`config.mk`:
```
export PLATFORM = sky130hd
export DESIGN_NAME = nes_dual_poller
export DESIGN_NICKNAME = d
export VERILOG_FILES = /design/src/rtl/nes_dual_poller.sv
export SDC_FILE = /design/constraint.sdc
export NUM_CORES = 1
export LEC_CHECK = 0
export BUFFER_PORTS_ARGS = -buffer_cell sky130_fd_sc_hd__buf_2
export CAP_MARGIN = 20
export CORE_MARGIN = 3
export CORE_UTILIZATION = 50
export CTS_BUF_LIST = sky130_fd_sc_hd__clkbuf_8 sky130_fd_sc_hd__clkbuf_16
export DETAILED_ROUTE_END_ITERATION = 7
export PLACE_DENSITY = 0.8
export SLEW_MARGIN = 0
export SYNTH_ARGS = -nofsm -noshare
export SYNTH_HDL_FRONTEND = slang
export SYNTH_SLANG_ARGS = --single-unit
```
`constraint.sdc`:
```
create_clock -name clk -period 2 [get_ports clk]
set_input_delay 0.1 -clock clk [delete_from_list [all_inputs] [get_ports clk]]
set_output_delay 0.1 -clock clk [all_outputs]
set_load 0.01 [all_outputs]
```
`src/rtl/nes_dual_poller.sv`:
```
// Polls two NES controllers over a shared latch/clock pair and presents
// registered active-high button vectors with a one-cycle valid strobe.
module nes_dual_poller #(
    parameter int CLK_DIV = 150
) (
    input  logic       clk,
    input  logic       reset,
    input  logic       start,
    input  logic       nes_data_a,
    input  logic       nes_data_b,
    output logic       nes_latch,
    output logic       nes_clk,
    output logic [7:0] buttons_a,
    output logic [7:0] buttons_b,
    output logic       valid,
    output logic       busy
);

    // Wide enough to hold 2*CLK_DIV-1, the last cycle of the latch pulse.
    localparam int CW = $clog2(2 * CLK_DIV);
    localparam logic [CW-1:0] LATCH_LAST = CW'(2 * CLK_DIV - 1);
    localparam logic [CW-1:0] HALF_LAST  = CW'(CLK_DIV - 1);

    typedef enum logic [2:0] {
        IDLE,
        LATCH,
        LOW,
        HIGH,
        DONE
    } state_t;

    state_t          state;
    state_t          state_next;
    logic [CW-1:0]   cnt;
    logic [2:0]      idx;
    logic            phase_end;
    logic [1:0]      sync_a;
    logic [1:0]      sync_b;
    logic [6:0]      shift_a;
    logic [6:0]      shift_b;

    always_comb begin
        // NOTE: assign every comb output a default first so no path can infer a latch.
        phase_end = 1'b0;
        case (state)
            LATCH:     phase_end = (cnt == LATCH_LAST);
            LOW, HIGH: phase_end = (cnt == HALF_LAST);
            default:   phase_end = 1'b0;
        endcase
    end

    always_comb begin
        state_next = state;
        case (state)
            IDLE:    if (start) state_next = LATCH;
            LATCH:   if (phase_end) state_next = LOW;
            LOW:     if (phase_end) state_next = (idx == 3'd7) ? DONE : HIGH;
            HIGH:    if (phase_end) state_next = LOW;
            DONE:    state_next = IDLE;
            default: state_next = IDLE;
        endcase
    end

    // NOTE: sequential state uses non-blocking assignments so every flop
    // samples the pre-edge values, independent of statement order.
    always_ff @(posedge clk) begin
        if (reset) begin
            state     <= IDLE;
            cnt       <= '0;
            idx       <= '0;
            sync_a    <= 2'b11;
            sync_b    <= 2'b11;
            shift_a   <= '1;
            shift_b   <= '1;
            buttons_a <= '0;
            buttons_b <= '0;
        end else begin
            state  <= state_next;
            sync_a <= {sync_a[0], nes_data_a};
            sync_b <= {sync_b[0], nes_data_b};

            if (state_next != state)
                cnt <= '0;
            else if (state != IDLE)
                cnt <= cnt + 1'b1;

            if (state == LATCH)
                idx <= '0;
            else if (state == HIGH && phase_end)
                idx <= idx + 1'b1;

            // Bits 0..6 accumulate LSB-first; bit 7 goes straight into the
            // button registers on the edge that enters DONE.
            if (state == LOW && phase_end) begin
                shift_a <= {sync_a[1], shift_a[6:1]};
                shift_b <= {sync_b[1], shift_b[6:1]};
                if (idx == 3'd7) begin
                    buttons_a <= ~{sync_a[1], shift_a};
                    buttons_b <= ~{sync_b[1], shift_b};
                end
            end
        end
    end

    always_comb begin
        nes_latch = (state == LATCH);
        nes_clk   = (state != LOW);
        busy      = (state != IDLE);
        valid     = (state == DONE);
    end

endmodule

```
==> out/results.txt, run 1 <==
Outcome: complete, no violations
Prevailing post-synth register cell: dfxtp_1
Asr flop ratio synth: 0%
WL per Instance: 12.6 um
Clock-pin slew on the worst setup and hold paths: 0.09 ns
Root Driver: clkbuf_8
Fin. max-slew vios: 0
Post-CTS sizing: 0
Setup bufs post-CTS: 0
DIE WIDTH: 70.4 um
Wirelength, routed: 3700 um
EDFF count, synth: 0
CP Launch Type: flip-flop
Layout Cells excl Fill: 294
Data arrival, critical path: 2.03 ns
First-pass GRT wire length: 6560 um
Adder-Cell Fraction of Synth Area: 1.81%
Pleak: 0.939 nW
VDD IR max: 0.573 mV
WS Path Type: reg -> reg
PortBufs: 24
TritonCTS buffer count: 5
Routability congestion estimate: 0.808
Slew headroom: 57.3%
Worst slew pin tran: 0.635 ns
Dpl cells: 284
Drt first pass iters: 5
Clk buf depth: 2
Mapped Area: 2070 um^2
RSZ-0062 raised after global routing: no
Syn nets: 232
Setup Viol. Count Final: 0
Gr usage total: 15.9%
Worst-path cell chain: ha_1 > ha_1 > and4bb_2 > nand4_1 > buf_4 > or3_1 > a21oi_1
Post-Synth XOR/XNOR Area: 3.38%
Register area share after synthesis: 47.3%
Starting Density: 54.2%
Min cycle time layout: 1.79 ns
Remaining design rule violation count: 0
Vias in the first global route: 1485
Final setup TNS: 0 ns
Full die area: 4960 um^2
Initial DRC Count: 80
Syn_area_per_cell: 9.26 um^2
Max frequency: 0.557 GHz
Cts hold-fix bufs: 2
Power density cells: 714 nW/um^2
Share of the clock period used by the worst path: 89.7%
Multiplexer share of the synthesized area: 6.76%
Antenna-violating nets left: 0
FF+latch count, synth: 49
Largest net degree at the start of global routing: 43
WP data required: 2.23 ns
Hold WC Path Type: in -> reg
Skew final: 0.0111 ns
Worst Setup End Kind: flip-flop
Avg Vias per Cell: 5.38
CTS sink cnt: 49
Largest family of logic cells by synthesized area: simple AND/OR/NAND/NOR gates
Initial antenna violation count: 0
Simple-Gate Fraction of Synth Area: 22.1%
CTS tree: built
Psw: 386 uW
Nets: 253
Total power: 1.65 mW
Final core utilization: 60.3%
Mapped Cells: 224
Layout cells sized above 1: 19.5%
IO Pins: 25
Synth Area in Compound Gates: 13.0%
Row cnt: 22
Switching Fraction: 23.4%
Most used cell along the critical path: ha_1
Skew-Pair Late Insertion Delay: 0.31 ns
Die height: 70.4 um
Int Pwr: 1.26 mW
GRT overflow: 0
Crit-path slowest cell: dfxtp_1
Final Hold Viols: 0
# diodes: 0
Maximum net fanout on the critical path: 32
Warning count from the yosys run: 0
Max-cap violations: 0
Htree depth: 2
Core region area: 3830 um^2
Slowest stage delay, CP: 0.36 ns
Vias: 1581
Yosys cell types: 38
Sequential share of power: 60.1%
Final HPWL DP: 2490 um
Clock Power Share: 35.9%
Comb power frac: 4.0%
P&R area growth vs syn: 11.2%
registers in the layout (all words and copies together) (netlist names):
register and flops:
buttons_a 8, buttons_b 8, cnt 9, idx 3, shift_a 7, shift_b 7, state 3, sync_a 2
sync_b 2
Yosys cell counts, types with 3 or more instances:
| cell | number | area, um^2 |
|---|---|---|
| or2_2 | 6 | 37.5 |
| ha_1 | 3 | 37.5 |
| a21oi_1 | 19 | 95.1 |
| o21ai_0 | 17 | 85.1 |
| xnor2_1 | 6 | 52.6 |
| dfxtp_1 | 49 | 981 |
| clkbuf_1 | 11 | 41.3 |
| or3_1 | 17 | 106 |
| nor2_1 | 28 | 105 |
| mux2i_1 | 14 | 140 |
| nand2b_1 | 3 | 18.8 |
| nand3_1 | 5 | 25.0 |
| nand2_1 | 5 | 18.8 |
| inv_1 | 5 | 18.8 |
| nand4_1 | 4 | 25.0 |
final cells by class:
cell class	instances	area, um^2
Sequential cell	49	981
Clock inverter	3	25.0
Tap cell	48	60.1
Inverter	5	18.8
Clock buffer	5	68.8
Fill cell	326	1520
Timing Repair Buffer	31	178
Multi-Input combinational cell	153	976
power by group through the flow:
stage               logic [mW]  registers [mW]  clock network [mW]
CTS                     0.0661           0.991               0.604
global placement        0.0624            1.01                   0
finish                  0.0656           0.991               0.591
floorplan               0.0531            1.01                   0
global route            0.0741           0.993               0.641
detailed placement      0.0624            1.01                   0
through the flow:
step / setup WS, ns / cell area (um^2) / hold WS (ns)
after floorplan: 0.267 / 2070 / 0.204
after global placement: 0.262 / 2190 / 0.284
after detailed placement: 0.240 / 2190 / 0.286
after CTS: 0.199 / 2310 / 0.0988
after global routing: 0.0592 / 2310 / 0.121
final: 0.205 / 2310 / 0.101
cell usage in the layout, fill, tap and decap left out, types with 2 or more instances in the layout:
cell and instances:
a21oi_1 19, buf_2 24, buf_4 5, clkbuf_8 5
dfxtp_1 49, dlygate4sd3_1 2, ha_1 3, inv_1 5
mux2i_1 14, nand2_1 5, nand2b_1 3, nand3_1 5
nand4_1 4, nor2_1 28, nor2b_1 2, nor3_1 2
nor4_1 2, o21ai_0 17, o22ai_1 2, o31ai_1 2
o32ai_1 2, or2_2 6, or3_1 17, xnor2_1 6
xor2_1 2
critical path: cells and delay by family (launching register included):
kind | cells | cell delay [ns]
AND/OR/NAND/NOR | 3 | 0.64
flip-flops | 1 | 0.36
adder cells (fa/ha/maj) | 2 | 0.34
buffers and inverters | 1 | 0.22
AO/OA/AOI/OAI | 1 | 0.16
logic make-up after synthesis:
kind of cell	after synthesis
AO/OA/AOI/OAI	46
XOR/XNOR	8
adder cells (fa/ha/maj)	3
buffers and inverters	22
flip-flops	49
multiplexers	14
AND/OR/NAND/NOR	82
per-layer routing:
metal	track usage, %	vias to the layer above	share of wire [%]
met5	0	-	0
met4	5.53	0	1.1
met3	3.88	5	3.5
met2	25.9	20	47
met1	20.4	737	49
li1	-	819	-
final timing paths:
kind / startpoint / end / slack (ns) / depth (start not counted)
max: idx[0] / buttons_b[0] / 0.21 / 7
min: reset / state[1] / 0.10 / 3
max reg2reg: idx[0] / buttons_b[0] / 0.21 / 7
min reg2reg: sync_b[0] / sync_b[1] / 0.42 / 1
(Power assumes the default switching activity.)
==> run 2: changes to the inputs <==
Settings changed: CTS_BUF_LIST sky130_fd_sc_hd__clkbuf_8 sky130_fd_sc_hd__clkbuf_16 to sky130_fd_sc_hd__clkbuf_4, PLACE_DENSITY 0.8 to 0.66.
==> run 2 against run 1 <==
Against the previous run:
- flip-flop and latch count unchanged
- critical path depth unchanged
- critical path type unchanged
- routed wire length down 2.3%
- maximum frequency is 1.9% lower
- setup slack got worse by 0.034 ns
- combinational power about the same
- utilization fell by 0.39 points
- first-iteration DRC count rose by 91%
- clock skew up 0.0017 ns
- total power decreased by 1.6%
- register-to-register slack lost 0.03 ns
==> out/results.txt, run 2 (synthesis results as in run 1) <==
Outcome: complete, no violations (unchanged)
Max reg flops: 9 (unchanged)
Hold WC Path Type: in -> reg (unchanged)
WS Path Type: reg -> reg (unchanged)
WL per Instance: 12.3 um (was 12.6 um)
Worst setup margin: 0.171 ns (was 0.205 ns)
Wirelength, routed: 3620 um (was 3700 um)
DIE WIDTH: 70.4 um (unchanged)
CTS sink cnt: 49 (unchanged)
# diodes: 0 (unchanged)
Worst path buffer plus inverter count: 1 (unchanged)
Setup Viol. Count Final: 0 (unchanged)
Vias: 1562 (was 1581)
Clock-pin slew on the worst setup and hold paths: 0.12 ns (was 0.09 ns)
CP delay by family, top: simple AND/OR/NAND/NOR gates (unchanged)
Crit-path slowest cell: dfxtp_1 (unchanged)
Slowest stage delay, CP: 0.38 ns (was 0.36 ns)
Slew headroom: 63.6% (was 57.3%)
Remaining design rule violation count: 0 (unchanged)
Data arrival, critical path: 2.12 ns (was 2.03 ns)
Most flops, register: cnt (unchanged)
Htree depth: 2 (unchanged)
Fin. max-slew vios: 0 (unchanged)
Commonest non-fill, non-tap cell in the layout: dfxtp_1 (unchanged)
Row cnt: 22 (unchanged)
WP data required: 2.29 ns (was 2.23 ns)
Root Driver: clkbuf_4 (was clkbuf_8)
Power density cells: 707 nW/um^2 (was 714 nW/um^2)
Initial DRC Count: 153 (was 80)
First-pass GRT wire length: 6230 um (was 6560 um)
Skew-Pair Late Insertion Delay: 0.36 ns (was 0.31 ns)
Setup WS pre-CTS: 0.184 ns (was 0.240 ns)
Routability congestion estimate: 0.824 (was 0.808)
Worst Setup End Kind: flip-flop (unchanged)
Nets: 253 (unchanged)
PortBufs: 24 (unchanged)
Skew final: 0.0128 ns (was 0.0111 ns)
Initial antenna violation count: 0 (unchanged)
Worst-path cell chain: ha_1 > ha_1 > and4bb_2 > nand4_1 > buf_4 > or3_1 > a21oi_1 (unchanged)
Vias in the first global route: 1422 (was 1485)
# fillers: 350 (was 326)
Pleak: 0.933 nW (was 0.939 nW)
Full die area: 4960 um^2 (unchanged)
IO Pins: 25 (unchanged)
Core region area: 3830 um^2 (unchanged)
Max frequency: 0.547 GHz (was 0.557 GHz)
Gr usage total: 15.5% (was 15.9%)
RSZ-0062 raised after global routing: no (unchanged)
Cell Area, Placed: 2190 um^2 (unchanged)
TritonCTS buffer count: 5 (unchanged)
Final Hold Viols: 0 (unchanged)
Clk buf depth: 2 (unchanged)
Layout cells sized above 1: 19.1% (was 19.5%)
Drt first pass iters: 4 (was 5)
Reg-to-reg slack, setup: 0.17 ns (was 0.21 ns)
GRT overflow: 0 (unchanged)
Maximum net fanout on the critical path: 32 (unchanged)
CTS tree: built (unchanged)
Final core utilization: 59.9% (was 60.3%)
Dpl cells: 284 (unchanged)
Worst slew pin tran: 0.541 ns (was 0.635 ns)
Antenna-violating nets left: 0 (unchanged)
P&R area growth vs syn: 10.5% (was 11.2%)
Starting Density: 54.2% (unchanged)
CP Launch Type: flip-flop (unchanged)
VDD IR max: 0.496 mV (was 0.573 mV)
Min cycle time layout: 1.83 ns (was 1.79 ns)
Most frequent cells in the layout: 49 x dfxtp_1, 28 x nor2_1, 24 x buf_2 (unchanged)
Most used cell along the critical path: ha_1 (unchanged)
Layout Cells excl Fill: 294 (unchanged)
Share of the clock period used by the worst path: 91.5% (was 89.7%)
Avg Vias per Cell: 5.31 (was 5.38)
Setup bufs post-CTS: 0 (unchanged)
Biggest regs: cnt (9), buttons_a (8), buttons_b (8) (unchanged)
Final setup TNS: 0 ns (unchanged)
Finished Cell Area: 2290 um^2 (was 2310 um^2)
Largest net degree at the start of global routing: 43 (unchanged)
Die height: 70.4 um (unchanged)
Max-cap violations: 0 (unchanged)
Final HPWL DP: 2400 um (was 2490 um)
[run 2: cell count changes in the layout (fill, tap and decap cells not counted)]
cell	delta
clkbuf_8	-5
inv_6	-1
bufinv_16	+1
clkinv_1	+1
clkbuf_4	+5
clkinv_4	-1
[run 2: metal layers]
layer / global-route usage (%) / vias to the layer above / wire [um]
met3: 3.45 / 7 / 111
met2: 22.1 / 20 / 1520
met4: 7.02 / 0 / 63
met5: 0 / - / 0
met1: 21.9 / 703 / 1930
li1: - / 832 / -
[run 2: power breakdown]
group          switching [mW]  leakage [nW]  total [mW]  internal (mW)
sequential            0.00877         0.397       0.992          0.984
combinational          0.0385         0.498      0.0654         0.0269
clock                   0.305        0.0389       0.564          0.259
total                   0.352         0.933        1.62           1.27
[run 2: repair_timing]
action	4_1_cts	5_1_grt
resized for setup	0	0
setup endpoints to repair	0	0
hold buffers	2	0
hold endpoints to repair	2	0
[run 2: path summary, 6_finish.rpt]
path | startpoint | end | cells past startpoint
worst min register to register | sync_a[0] | sync_a[1] | 1
worst min-delay path | reset | state[2] | 3
worst max-delay path | idx[0] | buttons_a[7] | 7
worst max register to register | idx[0] | buttons_a[7] | 7
[run 2: layout make-up]
| type | instances | area, um^2 | area share (%) |
|---|---|---|---|
| sequential | 49 | 981 | 42.8 |
| multi-input combinational | 153 | 976 | 42.6 |
| timing repair buffer | 31 | 178 | 7.75 |
| tap | 48 | 60.1 | 2.62 |
| clock inverter | 3 | 41.3 | 1.80 |
| clock buffer | 5 | 37.5 | 1.64 |
| inverter | 5 | 18.8 | 0.819 |
[run 2: metrics by stage]
| step | total power, mW | hold slack (ns) |
|---|---|---|
| detailed placement | 1.08 | 0.285 |
| finish | 1.62 | 0.0345 |
| floorplan | 1.06 | 0.204 |
| global route | 1.69 | 0.0299 |
| CTS | 1.65 | 0.0128 |
| global placement | 1.08 | 0.281 |
[run 2: worst min-delay path, cell delays in order]
cell and delay [ns]:
buf_2 0.08, or2_2 0.13, nor2_1 0.04
==> run 3: changes to the inputs <==
Settings changed: BUFFER_PORTS_ARGS -buffer_cell sky130_fd_sc_hd__buf_2 to not set, DONT_BUFFER_PORTS set to 1, PLACE_DENSITY 0.66 to 0.61.
==> run 3 against run 2 <==
Against the previous run:
- first-iteration DRC count decreased by 43%
- utilization decreased by 3.1 points
- sequential power about the same
- count of clock-buffer cells in the layout is 1 higher
- via count decreased by 1.7%
- die area did not move
- combinational power is 2% higher
- flip-flop and latch count unchanged
- non-clock buffer count decreased by 22
- register-to-register slack worse by 0.03 ns
- critical path depth down 2
- largest cell class unchanged
- largest power group unchanged
==> out/results.txt, run 3 (synthesis results as in run 1) <==
Skew-Pair Late Insertion Delay: 0.35 ns (was 0.36 ns)
WP data required: 2.23 ns (was 2.29 ns)
Largest net degree at the start of global routing: 44 (was 43)
Nets: 231 (was 253)
Share of the clock period used by the worst path: 93.0% (was 91.5%)
# diodes: 0 (unchanged)
Slew headroom: 61.8% (was 63.6%)
CP Launch Type: flip-flop (unchanged)
PortBufs: 0 (was 24)
Layout Cells excl Fill: 271 (was 294)
Final HPWL DP: 2730 um (was 2400 um)
CTS sink cnt: 49 (unchanged)
# fillers: 344 (was 350)
Layout cells sized above 1: 10.8% (was 19.1%)
Max frequency: 0.538 GHz (was 0.547 GHz)
Dpl cells: 260 (was 284)
Htree depth: 2 (unchanged)
P&R area growth vs syn: 4.76% (was 10.5%)
Vias in the first global route: 1464 (was 1422)
Worst setup margin: 0.140 ns (was 0.171 ns)
Min cycle time layout: 1.86 ns (was 1.83 ns)
Remaining design rule violation count: 0 (unchanged)
DIE WIDTH: 70.4 um (unchanged)
Wirelength, routed: 3860 um (was 3620 um)
Clk buf depth: 2 (unchanged)
Worst Setup End Kind: flip-flop (unchanged)
Skew final: 0.0140 ns (was 0.0128 ns)
Outcome: complete, no violations (unchanged)
TritonCTS buffer count: 5 (unchanged)
Most flops, register: cnt (unchanged)
Starting Density: 54.2% (unchanged)
Total power: 1.48 mW (was 1.62 mW)
Row cnt: 22 (unchanged)
WS Path Type: reg -> reg (unchanged)
CTS tree: built (unchanged)
GRT overflow: 0 (unchanged)
Clock-pin slew on the worst setup and hold paths: 0.14 ns (was 0.12 ns)
Final setup TNS: 0 ns (unchanged)
Drt first pass iters: 4 (unchanged)
RSZ-0062 raised after global routing: no (unchanged)
Crit-path slowest cell: dfxtp_1 (unchanged)
Worst slew pin tran: 0.569 ns (was 0.541 ns)
Setup Viol. Count Final: 0 (unchanged)
Die height: 70.4 um (unchanged)
Commonest non-fill, non-tap cell in the layout: dfxtp_1 (unchanged)
Pleak: 0.814 nW (was 0.933 nW)
WL per Instance: 14.2 um (was 12.3 um)
Data arrival, critical path: 2.09 ns (was 2.12 ns)
Full die area: 4960 um^2 (unchanged)
Root Driver: clkbuf_4 (unchanged)
Initial antenna violation count: 0 (unchanged)
Hold WC Path Type: in -> reg (unchanged)
Max-cap violations: 0 (unchanged)
Power density cells: 681 nW/um^2 (was 707 nW/um^2)
Worst-path cell chain: nor3b_1 > nand3_1 > or3_1 > buf_4 > mux2i_1 (was ha_1 > ha_1 > and4bb_2 > nand4_1 > buf_4 > or3_1 > a21oi_1)
Fin. max-slew vios: 0 (unchanged)
Avg Vias per Cell: 5.67 (was 5.31)
Initial DRC Count: 87 (was 153)
VDD IR max: 0.487 mV (was 0.496 mV)
Biggest regs: cnt (9), buttons_a (8), buttons_b (8) (unchanged)
IO Pins: 25 (unchanged)
Setup WS pre-CTS: 0.182 ns (was 0.184 ns)
Core region area: 3830 um^2 (unchanged)
Antenna-violating nets left: 0 (unchanged)
Gr usage total: 16.3% (was 15.5%)
Vias: 1536 (was 1562)
Most frequent cells in the layout: 48 x dfxtp_1, 28 x nor2_1, 19 x a21oi_1 (was 49 x dfxtp_1, 28 x nor2_1, 24 x buf_2)
Maximum net fanout on the critical path: 14 (was 32)
Slowest stage delay, CP: 0.46 ns (was 0.38 ns)
Final Hold Viols: 0 (unchanged)
First-pass GRT wire length: 6620 um (was 6230 um)
Max reg flops: 9 (unchanged)
Routability congestion estimate: 0.835 (was 0.824)
run 3: cell types whose count changed in the layout (fill, tap and decap cells not counted):
cell | before | now
clkbuf_4 | 5 | 6
bufinv_16 | 1 | 0
dfxtp_1 | 49 | 48
buf_12 | 0 | 1
dlygate4sd3_1 | 2 | 3
dfxtp_2 | 0 | 1
buf_2 | 24 | 0
clkinvlp_4 | 1 | 0
run 3: worst max-delay path: cells and delay by family (launching register included):
kind          cells  cell delay (ns)
buf+inv           1             0.22
flops             1             0.46
mux               1             0.14
simple gates      3             0.92
run 3: final cells by class:
type / count / area [um^2] / share of cell area, %
Tap cell: 48 / 60.1 / 2.76
Clock inverter: 1 / 3.75 / 0.173
Timing Repair Buffer: 9 / 87.6 / 4.03
Multi-Input combinational cell: 153 / 976 / 44.9
Clock buffer: 6 / 45.0 / 2.07
Inverter: 5 / 18.8 / 0.864
Sequential cell: 49 / 982 / 45.2
run 3: power breakdown:
group	switching (mW)	internal, mW
combinational	0.0384	0.0283
sequential	0.00934	0.983
clock	0.280	0.142
total	0.327	1.15
run 3: path summary, 6_finish.rpt:
check,startpoint,end,slack [ns],depth (start not counted)
setup reg to reg,cnt[0],shift_a[1],0.14,5
hold / removal,reset,buttons_a[5],0.01,2
setup / recovery,cnt[0],shift_a[1],0.14,5
hold reg to reg,sync_a[0],sync_a[1],0.43,1
run 3: metrics by stage:
step / hold WS, ns / utilization [%] / cell area, um^2
5_1_grt: 0.00926 / 56.8 / 2170
2_1_floorplan: 0.204 / - / 2070
3_5_place_dp: 0.174 / 54.2 / 2070
6_report: 0.0135 / 56.8 / 2170
4_1_cts: 0.00265 / 56.8 / 2170
3_3_place_gp: 0.174 / 54.2 / 2070
run 3: repair_timing:
item	4_1_cts	5_1_grt
hold endpoints to repair	40	0
gates resized for setup	0	1
hold buffers	4	0
buffers inserted	0	0
endpoints found under the setup margin	0	1
run 3: layer usage:
layer,vias up,track usage [%],routed length (um)
met5,-,0,0
met4,0,4.47,15
met3,2,5.04,184
met2,21,26.1,1820
met1,728,21.3,1840
li1,785,-,-
